[config.mk]
export PLATFORM = sky130hd
export DESIGN_NAME = mem_port_arbiter
export DESIGN_NICKNAME = d
export VERILOG_FILES = /design/src/rtl/mem_arb_pkg.sv /design/src/rtl/mem_burst_counter.sv /design/src/rtl/mem_port_arbiter.sv
export SDC_FILE = /design/constraint.sdc
export NUM_CORES = 1
export LEC_CHECK = 0
export BUFFER_PORTS_ARGS = -buffer_cell sky130_fd_sc_hd__buf_2
export CELL_PAD_IN_SITES_DETAIL_PLACEMENT = 1
export CELL_PAD_IN_SITES_GLOBAL_PLACEMENT = 2
export CORE_ASPECT_RATIO = 1.2
export CORE_MARGIN = 4
export CORE_UTILIZATION = 27
export DETAILED_ROUTE_END_ITERATION = 10
export PLACE_DENSITY_LB_ADDON = 0.1
export REMOVE_ABC_BUFFERS = 1
export SYNTH_ARGS = -nofsm -noshare
export SYNTH_HDL_FRONTEND = slang
export SYNTH_SLANG_ARGS = --single-unit
[constraint.sdc]
create_clock -name clk -period 4.2 [get_ports clk]
set_input_delay 0.84 -clock clk [delete_from_list [all_inputs] [get_ports clk]]
set_output_delay 0.84 -clock clk [all_outputs]
set_load 0.05 [all_outputs]
[src/rtl/mem_arb_pkg.sv]
// Shared types and default widths for the data-memory port arbiter.
package mem_arb_pkg;

  localparam int ADDR_W_DEF = 8;
  localparam int DATA_W_DEF = 8;
  localparam int LEN_W_DEF  = 4;

  typedef enum logic [1:0] {
    IDLE     = 2'd0,
    CPU_ACC  = 2'd1,
    LD_BURST = 2'd2
  } state_t;

  typedef enum logic {
    REQ_CPU = 1'b0,
    REQ_LD  = 1'b1
  } req_id_t;

endpackage

[src/rtl/mem_burst_counter.sv]
// Loader burst sequencer: latches base/length at grant, counts beats,
// and produces the wrapped beat address and the last-beat flag.
module mem_burst_counter
  import mem_arb_pkg::*;
#(
  parameter int ADDR_W = ADDR_W_DEF,
  parameter int LEN_W  = LEN_W_DEF
) (
  input  logic              clk,
  input  logic              rst,
  input  logic              load,
  input  logic              step,
  input  logic [ADDR_W-1:0] base_in,
  input  logic [LEN_W-1:0]  len_in,
  output logic [ADDR_W-1:0] addr,
  output logic              last
);

  logic [ADDR_W-1:0] base;
  logic [LEN_W-1:0]  beat;
  logic [LEN_W-1:0]  last_beat;

  // len-1 in LEN_W bits maps a zero length field onto 2^LEN_W beats for free
  always_ff @(posedge clk) begin
    if (rst) begin
      beat      <= '0;
      last_beat <= '0;
    end else if (load) begin
      beat      <= '0;
      last_beat <= len_in - LEN_W'(1);
    end else if (step) begin
      beat      <= beat + LEN_W'(1);
    end
  end

  always_ff @(posedge clk) begin
    if (load) base <= base_in;
  end

  assign addr = base + ADDR_W'(beat);
  assign last = (beat == last_beat);

endmodule

[src/rtl/mem_port_arbiter.sv]
// Shares the data memory port between CPU single accesses and loader bursts.
// Define MEM_ARB_RR_EN for round-robin tie-breaking; default is CPU priority.
module mem_port_arbiter
  import mem_arb_pkg::*;
#(
  parameter int ADDR_W = ADDR_W_DEF,
  parameter int DATA_W = DATA_W_DEF,
  parameter int LEN_W  = LEN_W_DEF
) (
  input  logic              clk,
  input  logic              rst,
  input  logic              cpu_req,
  input  logic              cpu_we,
  input  logic [ADDR_W-1:0] cpu_addr,
  input  logic [DATA_W-1:0] cpu_wdata,
  output logic              cpu_ack,
  output logic [DATA_W-1:0] cpu_rdata,
  output logic              cpu_rvalid,
  input  logic              ld_req,
  input  logic              ld_we,
  input  logic [ADDR_W-1:0] ld_addr,
  input  logic [LEN_W-1:0]  ld_len,
  input  logic [DATA_W-1:0] ld_wdata,
  output logic              ld_ack,
  output logic [DATA_W-1:0] ld_rdata,
  output logic              ld_rvalid,
  output logic              mem_read,
  output logic              mem_write,
  output logic [ADDR_W-1:0] mem_addr,
  output logic [DATA_W-1:0] mem_wdata,
  input  logic [DATA_W-1:0] mem_rdata,
  output logic              busy
);

  state_t            state, state_nxt;
  logic              ld_live, done;
  logic              cpu_elig, ld_elig, cpu_win;
  logic              grant_cpu, grant_ld;
  logic [ADDR_W-1:0] burst_addr;
  logic              burst_last;

  assign ld_live = (state == LD_BURST) && ld_req;
  assign done    = (state == IDLE) || (state == CPU_ACC) ||
                   ((state == LD_BURST) && (!ld_req || burst_last));

  // A requester finishing at this edge still holds its request through the
  // ack cycle, so it is not eligible for an immediate re-grant.
  assign cpu_elig = cpu_req && (state != CPU_ACC);
  assign ld_elig  = ld_req && (state != LD_BURST);

`ifdef MEM_ARB_RR_EN
  req_id_t last_grant;

  assign cpu_win = cpu_elig && (!ld_elig || (last_grant == REQ_LD));

  always_ff @(posedge clk) begin
    if (rst)            last_grant <= REQ_CPU;
    else if (grant_cpu) last_grant <= REQ_CPU;
    else if (grant_ld)  last_grant <= REQ_LD;
  end
`else
  assign cpu_win = cpu_elig;
`endif

  assign grant_cpu = done && cpu_win;
  assign grant_ld  = done && ld_elig && !cpu_win;

  mem_burst_counter #(.ADDR_W(ADDR_W), .LEN_W(LEN_W)) u_burst (
    .clk     (clk),
    .rst     (rst),
    .load    (grant_ld),
    .step    (ld_live),
    .base_in (ld_addr),
    .len_in  (ld_len),
    .addr    (burst_addr),
    .last    (burst_last)
  );

  always_ff @(posedge clk) begin
    if (rst) state <= IDLE;
    else     state <= state_nxt;
  end

  always_comb begin
    state_nxt = state;
    if (done) begin
      if (grant_cpu)     state_nxt = CPU_ACC;
      else if (grant_ld) state_nxt = LD_BURST;
      else               state_nxt = IDLE;
    end
  end

  always_comb begin
    mem_read  = 1'b0;
    mem_write = 1'b0;
    mem_addr  = '0;
    mem_wdata = '0;
    cpu_ack   = 1'b0;
    ld_ack    = 1'b0;
    case (state)
      CPU_ACC: begin
        cpu_ack   = 1'b1;
        mem_write = cpu_we;
        mem_read  = !cpu_we;
        mem_addr  = cpu_addr;
        mem_wdata = cpu_wdata;
      end
      LD_BURST: begin
        if (ld_req) begin
          ld_ack    = 1'b1;
          mem_write = ld_we;
          mem_read  = !ld_we;
          mem_addr  = burst_addr;
          mem_wdata = ld_wdata;
        end
      end
      default: ;
    endcase
  end

  assign busy = (state != IDLE);

  // Read data captured at the edge closing the access cycle
  always_ff @(posedge clk) begin
    if (rst) begin
      cpu_rvalid <= 1'b0;
      ld_rvalid  <= 1'b0;
      cpu_rdata  <= '0;
      ld_rdata   <= '0;
    end else begin
      cpu_rvalid <= (state == CPU_ACC) && !cpu_we;
      ld_rvalid  <= ld_live && !ld_we;
      if ((state == CPU_ACC) && !cpu_we) cpu_rdata <= mem_rdata;
      if (ld_live && !ld_we)             ld_rdata  <= mem_rdata;
    end
  end

endmodule

==> results.md <==
* Reg2Reg Setup Slack at 2.03 ns
* Worst EP arrival at 2.37 ns
* Setup violations, final at 0
* Max-slew violations at 0
* Overall routing resource usage at 13.9%
* Most frequent cells in the layout: buf_2, nand2_1, dfxtp_1
* Max-Cap Viols at 0
* Buffers on Ports at 88
* FF-to-FF Start: state[1]$_SDFFE_PP0P_
* Fillers at 876
* Total iterations of the first detailed-routing run at 4
* Cell area after synthesis at 0.00192 sq mm
* Fmax at 311 MHz
* Largest stage delay on the critical path at 0.44 ns
* Final Skew at 0.00732 ns
* H-tree depth at 2
* Global-route wire length before repair at 9.60 mm
* Commonest non-fill, non-tap cell in the layout: buf_2
* Min cycle time layout at 3.21 ns
* Clk_lat worst skew at 0.29 ns
* Fin. Hold Viols at 0
* Period utilisation layout at 76.5%
* Chip width at 84.9 um
* CP cell instances: ha_1 > inv_1 > fa_1 > nor2b_1 > o21a_1 > nor3_1 > o31ai_1 > buf_2
* Final ANT Viol Nets at 0
* Synth warn at 0
* Vias at 1889
* Element type at the critical path start: flip-flop
* Core area at 0.00685 sq mm
* Share of cells above drive strength 1 at 32.0%
* Initial Util at 28.0%
* GPL Wtd Cong at 0.756
* Overall power at 0.896 mW
* Register area at 801 sq um
* DR WL/cell at 14.6 um
* Yosys top cell area share at 29.2%
* Total CTS buffers at 5
* RSZ-0062 raised after global routing: false
* Total Nets Final at 368
* Initial antenna violation count at 0
* Worst setup path class: reg2out
* Syn avg cell area at 8.60 sq um
* Largest net degree at the start of global routing at 25
* Clock Sinks at 36
* Mapped Cells at 223
* Die height at 100 um
* Num rows at 33
* Reg clk slew, reported paths at 0.08 ns
* Die area at 0.00852 sq mm
* Hold path cells at 2
* Setup TNS at 0 ns
* Leak Pwr at 1.15 nW
* Post-CTS setup buffer count at 0
* Largest delay contributor family on the critical path: adder cells
* Worst slew pin tran at 0.862 ns
* Number of global-route vias before repair at 1997
* Setup crit end kind: primary output
* Register bit total from synthesis at 36
* Tightest hold margin at 0.454 ns
* CTS max path bufs at 2
* Total gr overflow at 0
* Post-route DRC at 0
* Crit-path slowest cell: dfxtp_1
* CTS tree: built
* CP Max Fanout at 5
* CTS root buf: clkbuf_8
* Status: finished, final reports clean
* Synth cell types at 37
* Largest area contributor in the netlist: dfxtp_1
* Hold path startpoint: cpu_rdata[0]$_SDFFE_PP0P_
* Multi-input gate area at 0.00101 sq mm
* Vias per Instance at 4.77
* R2R cell count at 5
* RR Endpoint: u_burst.last_beat[2]$_SDFFE_PP0P_
* # diodes at 0
* Slew margin rel. at 42.5%
* Req. time, crit path at 3.36 ns
* Power Density at 356 mW/mm^2
* Iter 0 DRT Violations at 55
* Hold path endpoint: cpu_rdata[0]$_SDFFE_PP0P_
* Sequential area share after synthesis at 41.7%
* Layout overhead on the synthesized area at 31.4%
* Post-CTS Hold Buffers at 0
* WL final at 5.78 mm
* Top post-synthesis cells by area: dfxtp_1, edfxtp_1, nand2_1, ha_1, a21oi_1
* Worst Path Buf+Inv at 2
* HPWL after DPL at 4.51 mm
* Hold/Removal Path Class: reg2reg
* I/O pin cnt at 89
* Max IR drop VDD at 0.000153 V
* CTS resizes at 0
how the worst max path moves through the flow:
stage	start	endpoint	slack [ns]	depth (start not counted)
finish	u_burst.beat[0]$_SDFFE_PP0P_	mem_addr[4]	0.99	8
global placement	ld_req	mem_read	1.16	6
CTS	state[0]$_SDFFE_PP0P_	mem_addr[6]	0.96	7
global route	u_burst.beat[0]$_SDFFE_PP0P_	mem_addr[4]	0.80	8
detailed placement	ld_req	mem_read	1.14	6
floorplan	state[1]$_SDFFE_PP0P_	mem_read	0.63	4
power breakdown:
part	internal, mW	total (mW)	switching, mW
sequential	0.375	0.388	0.0127
clock	0.150	0.276	0.126
combinational	0.0753	0.232	0.157
metrics by stage:
| stage | std cells | instance area, sq um | util [%] | worst slack (ns) |
|---|---|---|---|---|
| after CTS | 396 | 2520 | 36.8 | 0.957 |
| after global placement | 388 | 2420 | 35.3 | 1.16 |
| after detailed placement | 388 | 2420 | 35.3 | 1.14 |
| after floorplan | 212 | 1860 | - | 0.627 |
| after global routing | 396 | 2520 | 36.8 | 0.800 |
| final | 396 | 2520 | 36.8 | 0.985 |
state kept, by name, summed over array words and instances, names as in the netlist:
register           count
u_burst.last_beat      4
ld_rvalid              1
ld_rdata               8
cpu_rvalid             1
state                  2
cpu_rdata              8
u_burst.base           8
u_burst.beat           4
cells in the mapped netlist, drive strengths merged:
library cell / count
fa: 1
and2: 1
o211ai: 1
edfxtp: 8
a21o: 1
clkinv: 1
a22oi: 11
inv: 12
o211a: 2
buf: 4
o41ai: 1
clkbuf: 7
ha: 9
mux2i: 1
a211o: 2
o2111ai: 3
nor2b: 13
nor2: 13
o21a: 4
dfxtp: 28
a211oi: 6
xnor2: 4
or3: 2
o21ai: 3
nand2b: 2
nand3b: 2
xor2: 6
nand2: 39
nand3: 11
a21boi: 2
nor3: 2
nand4: 1
a21oi: 19
o31ai: 1
worst min-delay path, delay by kind of cell (launching register included):
family	cells	cell delay (ns)
DFF	1	0.31
AOI/OAI and AO/OA	1	0.05
and+or+nand+nor	1	0.05
layout make-up:
cell class / count / share of cell area, %
Sequential cell: 36 / 31.8
Clock buffer: 8 / 3.97
Multi-Input combinational cell: 163 / 40.2
Tap cell: 87 / 4.32
Timing Repair Buffer: 89 / 17.8
Inverter: 13 / 1.99
per-layer routing:
metal	share of wire (%)	global-route usage (%)	up-vias
met4	1.3	4.75	0
met1	43	17.5	890
li1	-	-	938
met2	49	23.0	55
met5	0	0	-
met3	6.3	3.78	6
logic make-up (layout without fill, tap and decap cells):
kind of cell	count (synthesis)	in the layout	share of synthesized area, %
adder cells (fa/ha/maj)	10	10	6.91
buffers and inverters	24	110	5.48
multiplexers	1	1	0.522
AND/OR/NAND/NOR	86	86	20.7
flip-flops	36	36	41.7
AO/OA/AOI/OAI	56	56	20.1
XOR/XNOR	10	10	4.57
No activity file was read; power rests on OpenSTA's default activity.
